===== src/rtl/prt_scaler_vout.sv =====
// Scaler output stage: turns qualified VS/DE pixel samples into a tagged {SOF,EOL,RGB}
// stream through a one-word hold register and a first-word-fall-through FIFO.
module prt_scaler_vout #(
  parameter int P_PPC        = 4,
  parameter int P_BPC        = 8,
  parameter int P_FIFO_DEPTH = 16
) (
  input  logic                       CLK_IN,
  input  logic                       RST_IN,
  input  logic                       CKE_IN,
  input  logic                       VS_IN,
  input  logic                       HS_IN,
  input  logic                       DE_IN,
  input  logic [P_PPC*P_BPC-1:0]     R_IN,
  input  logic [P_PPC*P_BPC-1:0]     G_IN,
  input  logic [P_PPC*P_BPC-1:0]     B_IN,
  output logic [3*P_PPC*P_BPC-1:0]   M_DAT_OUT,
  output logic                       M_SOF_OUT,
  output logic                       M_EOL_OUT,
  output logic                       M_VLD_OUT,
  input  logic                       M_RDY_IN,
  output logic                       OVF_OUT,
  output logic [15:0]                LINES_OUT
);

  localparam int DW = 3 * P_PPC * P_BPC;
  localparam int WW = DW + 2;
  localparam int AW = $clog2(P_FIFO_DEPTH);
  localparam int CW = AW + 1;

  typedef enum logic [1:0] {S_IDLE, S_ACTIVE, S_DROP} state_t;

  state_t          state, state_nxt;
  logic            vs_prev;
  logic            vs_rise;
  logic            sof_armed;
  logic            hold_vld;
  logic            hold_sof;
  logic [DW-1:0]   hold_dat;
  logic            wr_pend;
  logic [WW-1:0]   wr_word;
  logic [15:0]     line_cnt;

  logic [WW-1:0]   mem [P_FIFO_DEPTH];
  logic [AW-1:0]   wr_ptr, rd_ptr;
  logic [CW-1:0]   count;
  logic            fifo_full, rd_en, wr_req, wr_en, ovf_evt;

  // Line boundaries come from DE alone; HS is deliberately ignored.
  logic unused_hs;
  assign unused_hs = HS_IN;

  assign vs_rise   = CKE_IN & VS_IN & ~vs_prev;
  assign fifo_full = (count == CW'(P_FIFO_DEPTH));
  assign M_VLD_OUT = (count != '0);
  assign rd_en     = M_VLD_OUT & M_RDY_IN;
  assign wr_req    = wr_pend & (state != S_DROP);
  assign wr_en     = wr_req & (~fifo_full | rd_en);
  assign ovf_evt   = wr_req & fifo_full & ~rd_en;

  assign {M_SOF_OUT, M_EOL_OUT, M_DAT_OUT} = M_VLD_OUT ? mem[rd_ptr] : '0;

  // NOTE: sequential state uses non-blocking assignments so every register samples pre-edge values.
  always_ff @(posedge CLK_IN) begin
    if (RST_IN) state <= S_IDLE;
    else        state <= state_nxt;
  end

  // NOTE: the default assignment first keeps this block free of inferred latches.
  always_comb begin
    state_nxt = state;
    case (state)
      S_IDLE:   if (vs_rise) state_nxt = S_ACTIVE;
      S_ACTIVE: if (ovf_evt) state_nxt = S_DROP;
      S_DROP:   if (vs_rise) state_nxt = S_ACTIVE;
      default:  state_nxt = S_IDLE;
    endcase
  end

  // Word assembly: a word is only resolved (EOL or not) when the next qualified sample arrives.
  always_ff @(posedge CLK_IN) begin
    if (RST_IN) begin
      vs_prev   <= 1'b0;
      sof_armed <= 1'b0;
      hold_vld  <= 1'b0;
      hold_sof  <= 1'b0;
      hold_dat  <= '0;
      wr_pend   <= 1'b0;
      wr_word   <= '0;
      line_cnt  <= '0;
      LINES_OUT <= '0;
    end else begin
      wr_pend <= 1'b0;
      if (CKE_IN) begin
        vs_prev <= VS_IN;
        if (vs_rise) begin
          sof_armed <= 1'b1;
          hold_vld  <= 1'b0;
          line_cnt  <= '0;
          if (state != S_IDLE) LINES_OUT <= line_cnt;
        end else if (state == S_ACTIVE) begin
          if (DE_IN) begin
            hold_dat  <= {R_IN, G_IN, B_IN};
            hold_sof  <= sof_armed;
            hold_vld  <= 1'b1;
            sof_armed <= 1'b0;
            wr_pend   <= hold_vld;
            wr_word   <= {hold_sof, 1'b0, hold_dat};
          end else if (hold_vld) begin
            hold_vld <= 1'b0;
            wr_pend  <= 1'b1;
            wr_word  <= {hold_sof, 1'b1, hold_dat};
            if (line_cnt != 16'hFFFF) line_cnt <= line_cnt + 16'd1;
          end
        end
      end
    end
  end

  // FIFO bookkeeping; a write into a full FIFO is only legal alongside a read.
  always_ff @(posedge CLK_IN) begin
    if (RST_IN) begin
      wr_ptr  <= '0;
      rd_ptr  <= '0;
      count   <= '0;
      OVF_OUT <= 1'b0;
    end else begin
      if (wr_en) wr_ptr <= wr_ptr + AW'(1);
      if (rd_en) rd_ptr <= rd_ptr + AW'(1);
      case ({wr_en, rd_en})
        2'b10:   count <= count + CW'(1);
        2'b01:   count <= count - CW'(1);
        default: count <= count;
      endcase
      if (state == S_DROP && vs_rise) OVF_OUT <= 1'b0;
      else if (ovf_evt)               OVF_OUT <= 1'b1;
    end
  end

  // NOTE: storage array has no reset; validity is carried entirely by count and the pointers.
  always_ff @(posedge CLK_IN) begin
    if (wr_en) mem[wr_ptr] <= wr_word;
  end

endmodule


===== config.mk =====
export PLATFORM = sky130hd
export DESIGN_NAME = prt_scaler_vout
export DESIGN_NICKNAME = d
export VERILOG_FILES = /design/src/rtl/prt_scaler_vout.sv
export SDC_FILE = /design/constraint.sdc
export NUM_CORES = 2
export LEC_CHECK = 0
export ABC_AREA = 0
export CAP_MARGIN = 20
export CORE_ASPECT_RATIO = 1.1
export CORE_MARGIN = 3
export CORE_UTILIZATION = 45
export CTS_CLUSTER_DIAMETER = 80
export DETAILED_ROUTE_END_ITERATION = 8
export SYNTH_ARGS = -nofsm -noshare
export SYNTH_HDL_FRONTEND = slang
export SYNTH_SLANG_ARGS = --single-unit

===== constraint.sdc =====
create_clock -name CLK_IN -period 11.3 [get_ports CLK_IN]
set_input_delay 2.26 -clock CLK_IN [delete_from_list [all_inputs] [get_ports CLK_IN]]
set_output_delay 2.26 -clock CLK_IN [all_outputs]
set_load 0.1 [all_outputs]

Yosys cells after proc, flatten, opt, wreduce, memory -nomap -nowiden
Memories as Yosys holds them, arrays and structs flattened. A register that Yosys moved wholly into a read port is not among the register bits.
Index checks and enable logic that the tools add are counted.
- flip-flop bits (word level): 247
- latch bits: 0
- memory bits (writable): 1568
- bits in read-only memories: 0
- bits of input ports: 103
- memories kept: 1
- $add $sub $neg: 5
- $mul: 0
- div/mod/pow operators: 0
- magnitude comparators: 0
- equal/unequal tests: 10
- shifts and indexed selects: 0
- muxes and demuxes: 24
- bitwise logic cells: 14
- reductions and logical operators: 20
- memories (name ; depth ; width ; read ports ; clocked after Yosys merged registers in ; wr ports ; line ; text):
    mem ; 16 ; 98 ; 1 ; 1 ; 1 ; 44 ; logic [WW-1:0] mem [P_FIFO_DEPTH];
- operators with widths (operator ; number):
    98-bit two-way mux ; 3
    16-bit two-way mux ; 5
    16-bit by 1-bit adder with 16-bit output (second input constant) ; 1
    16-bit != test (second input constant) ; 1
    2-bit nonzero test ; 7
    1-bit two-way mux ; 10
    5-bit case mux with 2 select lines ; 1
    4-bit by 1-bit adder with 4-bit output (second input constant) ; 2
    4-bit two-way mux ; 2
    4-bit AND reduction ; 2
    1-bit bitwise AND ; 7
    1-bit NOT ; 6
    3-bit AND reduction ; 2
    5-bit by 1-bit adder with 5-bit output (second input constant) ; 1
    5-bit == test (second input constant) ; 1
    5-bit AND reduction ; 1
    5-bit nonzero test ; 1
    5-bit by 1-bit subtractor with 5-bit output (second input constant) ; 1
    2-bit by 1-bit == test with 1-bit output (second input constant) ; 2
    2-bit == test (second input constant) ; 2
    2-bit two-way mux ; 2
    2-bit by 1-bit != test with 1-bit output (second input constant) ; 2
    2-bit != test (second input constant) ; 2
    2-bit case mux with 2 select lines ; 1
    6 further kinds ; 8

Logic depth before layout (Yosys ltp)
- depth after elaboration: 6
- mapped depth: 9
- depth with buffers taken out: 8

Least setup slack after synthesis
Ideal clock, no wire load.
- kind: input to register
- from: in M_RDY_IN
- to: mem mem[0][0] in the netlist's numbering (enable)
- library setup time: 0.674 ns
- arrival: 9.930 ns
- required time: 10.626 ns
- path slack: 0.696 ns
- stages on the path: 5
- buffers on the path: 1
- path through: clkbuf_1 -> inv_1 -> a311oi_1 -> nand2_1 -> nor3_1
- cells in the longest elaborated chain, start to end: 5
- ends and longest elaborated chain (element ; line ; text):
    from (decl) ; 21 ; input logic M_RDY_IN,
    1-bit bitwise AND ; 56 ; assign rd_en = M_VLD_OUT & M_RDY_IN;
    1-bit bitwise OR ; 58 ; assign wr_en = wr_req & (~fifo_full | rd_en);
    1-bit bitwise AND ; 58 ;
    1-bit two-way mux ; 142 ; if (wr_en) mem[wr_ptr] <= wr_word;
    1-bit two-way mux (not written as such) ; 142 ;
    to (decl) ; 44 ;
Every way passes these cells.

==> qor.yml <==
placed_design:
  numPortBuffers: 217
  pre_cts_ws_ns: 4.42
  numPlacedInstances: 5601
  dpl.hpwl_mm: 76.8
  globalplace.congestion: 0.728
clock_tree:
  htree_levels: 4
  clk_latency_ns: 0.81
  cts_resized: 0
  cts_tree: "done"
  cts_sinks: 1819
  cts-root-buf: "clkbuf_16"
  cts_setup_buffers: 0
  path_clk_slew_ns: 0.06
  holdBufCountCts: 0
  clockBufferDepth: 3
  cts_buffers: 181
synth:
  synth-seq-area-share: 0.762
  synthTopCellsByCount: "1568 x edfxtp_1, 438 x nand2_1, 392 x mux4_2"
  synth.distinct_cells: 57
  syn-num-nets: 3686
  postSynthAreaPerCell_um2: 19.1
  synth_cells: 3575
  yosys_warnings: 0
  yosys.cell_count.top_type: "edfxtp_1"
  synthFlopType: "edfxtp_1"
  synth_area_leaders: "edfxtp_1 69%, mux4_2 13%, dfxtp_1 7.3%"
  yosysTopAreaCellShare: 0.688
  ys_ff_latch: 1819
  async_reset_ff_frac: 0
  synth-edff-count: 1568
  synthesis.area_um2: 68400
  yosys.area.top_type: "edfxtp_1"
min_path:
  min_to: "hold_sof"
  holdCritPathClass: "flip-flop to flip-flop"
  hold_start: "sof_armed"
  holdPathStages: 2
setup_path:
  crit_path_start_kind: "flip-flop"
  worstSetupPathType: "flip-flop to output port"
  crit_path_end_kind: "output port"
  r2r_slack_ns: 7.23
  reg2reg_depth: 5
  worstPathArrival_ns: 5.18
  r2r-start: "count[2]"
  r2r-end: "mem[6][51]"
  required_ns: 9.04
  cp_max_fo: 112
timing:
  rsz0062_at_grt: "false"
  finalSetupViolCount: 0
  worst_pin_slew_ns: 1.13
  fin_skew_ns: 0.0390
  min_period_ns: 7.44
  slew_headroom: 0.246
  drv_slew: 0
  max_freq_ghz: 0.134
  layout_setup_ws_ns: 3.86
  tns_ns: 0
  final_hold_viol_count: 0
  period_share: 0.659
routing:
  routedWlPerCell_um: 27.1
  drt-pass1-iter-count: 7
  route.top_layer_used: "met5"
  via_per_inst: 5.75
  wl_mm: 161
  drc: 0
  drt_iter0_markers: 3202
  routed-wl-met3_mm: 8.87
  vias: 34200
  drtAntennaViolNets: 0
  routed-wl-met2_mm: 78.8
  m1WireLength_mm: 70.6
finish:
  area_growth_syn_to_layout_pct: 15.4
  layout-drive-gt1-share: 0.194
  fin_cells: 5947
  utilization: 0.525
  nNetsFinal: 3935
run_status:
  status: "finished clean"
job:
  cap_violations: 0
floorplanning:
  core_area_um2: 150000
  fp.dieW_um: 378
  rows: 149
  initial_core_util: 0.455
  ios: 219
  die_y_um: 415
  die-area_um2: 157000
global_route:
  grtUsageTotal: 0.207
  grt_overflow: 0
  grt_max_degree: 174
  grt_antenna_before_repair: 6
  grt_first_pass_wirelength_mm: 237
  grt_pass1_vias: 34700
power:
  p_int_w: 0.0115
  p_switching_w: 0.00405
  leakage_nw: 22.4
  pwr-share-comb: 0.146
  p_total_w: 0.0155
  swShare: 0.261
  clock_power_share: 0.386
  seq_power_share: 0.469
  p_per_area_nw_per_um2: 197
  ir_worst_vdd_mv: 0.165
## power groups by stage
stage	clock (W)	combinational (W)	sequential (W)
2_1_floorplan	0	0.00170	0.00736
3_3_place_gp	0	0.00227	0.00742
3_5_place_dp	0	0.00228	0.00742
4_1_cts	0.00611	0.00228	0.00727
5_1_grt	0.00639	0.00240	0.00728
6_report	0.00599	0.00226	0.00727
## stage by stage
step | area (um2) | hold WS, ns
final | 79000 | 0.446
after global routing | 79000 | 0.458
after CTS | 78900 | 0.449
after detailed placement | 72900 | 0.444
after global placement | 72900 | 0.440
after floorplan | 68400 | 0.432
## state kept, by name, indices dropped and copies added (netlist names), named ones only
register	count
mem	1568
wr_word	98
hold_dat	96
LINES_OUT	16
line_cnt	16
count	5
rd_ptr	4
wr_ptr	4
state	2
OVF_OUT	1
hold_sof	1
hold_vld	1
sof_armed	1
vs_prev	1
wr_pend	1
## worst max-delay path: stages (launching register included)
cell and delay (ns):
dfxtp_4 0.72, buf_12 0.77, buf_4 0.69, mux4_2 0.35
mux2i_1 0.07, o22ai_1 0.39, clkdlybuf4s50_1 1.22
## worst max path at each step
| stage | startpoint | end | slack, ns |
|---|---|---|---|
| 2_1_floorplan | M_RDY_IN | mem[0][0] | 0.70 |
| 3_3_place_gp | flip-flop | M_SOF_OUT | 4.37 |
| 3_5_place_dp | flip-flop | M_SOF_OUT | 4.42 |
| 4_1_cts | flip-flop | M_SOF_OUT | 3.51 |
| 5_1_grt | flip-flop | M_DAT_OUT[37] | 3.42 |
| 6_report | flip-flop | M_DAT_OUT[37] | 3.86 |
## kinds of logic after synthesis
family	synth area share
DFF	0.762
muxes	0.159
and+or+nand+nor	0.0329
AOI/OAI and AO/OA	0.0311
buffers and inverters	0.0138
adders and majority gates	0.00146
xor gates and xnor gates	0.000640
## metal layers
layer,vias up,track usage
li1,14800,-
met5,-,0
met2,970,0.335
met4,2,0.0495
met3,191,0.0357
met1,18200,0.295
## cells in the final DEF (no fill, tap or decap), types with 11 or more instances in the layout
cell type,Yosys,final
nor2_1,30,18
nor2_4,0,12
clkbuf_8,0,25
clkbuf_1,140,43
clkbuf_16,0,185
o22ai_1,98,98
clkinv_2,0,37
buf_4,0,56
clkdlybuf4s50_1,0,214
mux2i_1,201,201
inv_1,13,13
a21oi_1,228,228
mux4_2,392,392
edfxtp_1,1568,1568
clkinv_1,0,21
nand2_1,438,437
o31ai_1,11,11
bufinv_16,0,14
dfxtp_1,251,248
o21ai_0,12,12
## layout make-up
type,count,area [um2]
Fill cell,11900,71500
Tap cell,1963,2460
Sequential cell,1819,52100
Inverter,13,48.8
Clock buffer,253,5130
Antenna cell,1,2.50
Clock inverter,89,852
Timing Repair Buffer,283,2830
Multi-Input combinational cell,1526,15500
Power figures use the tool's default switching activity.
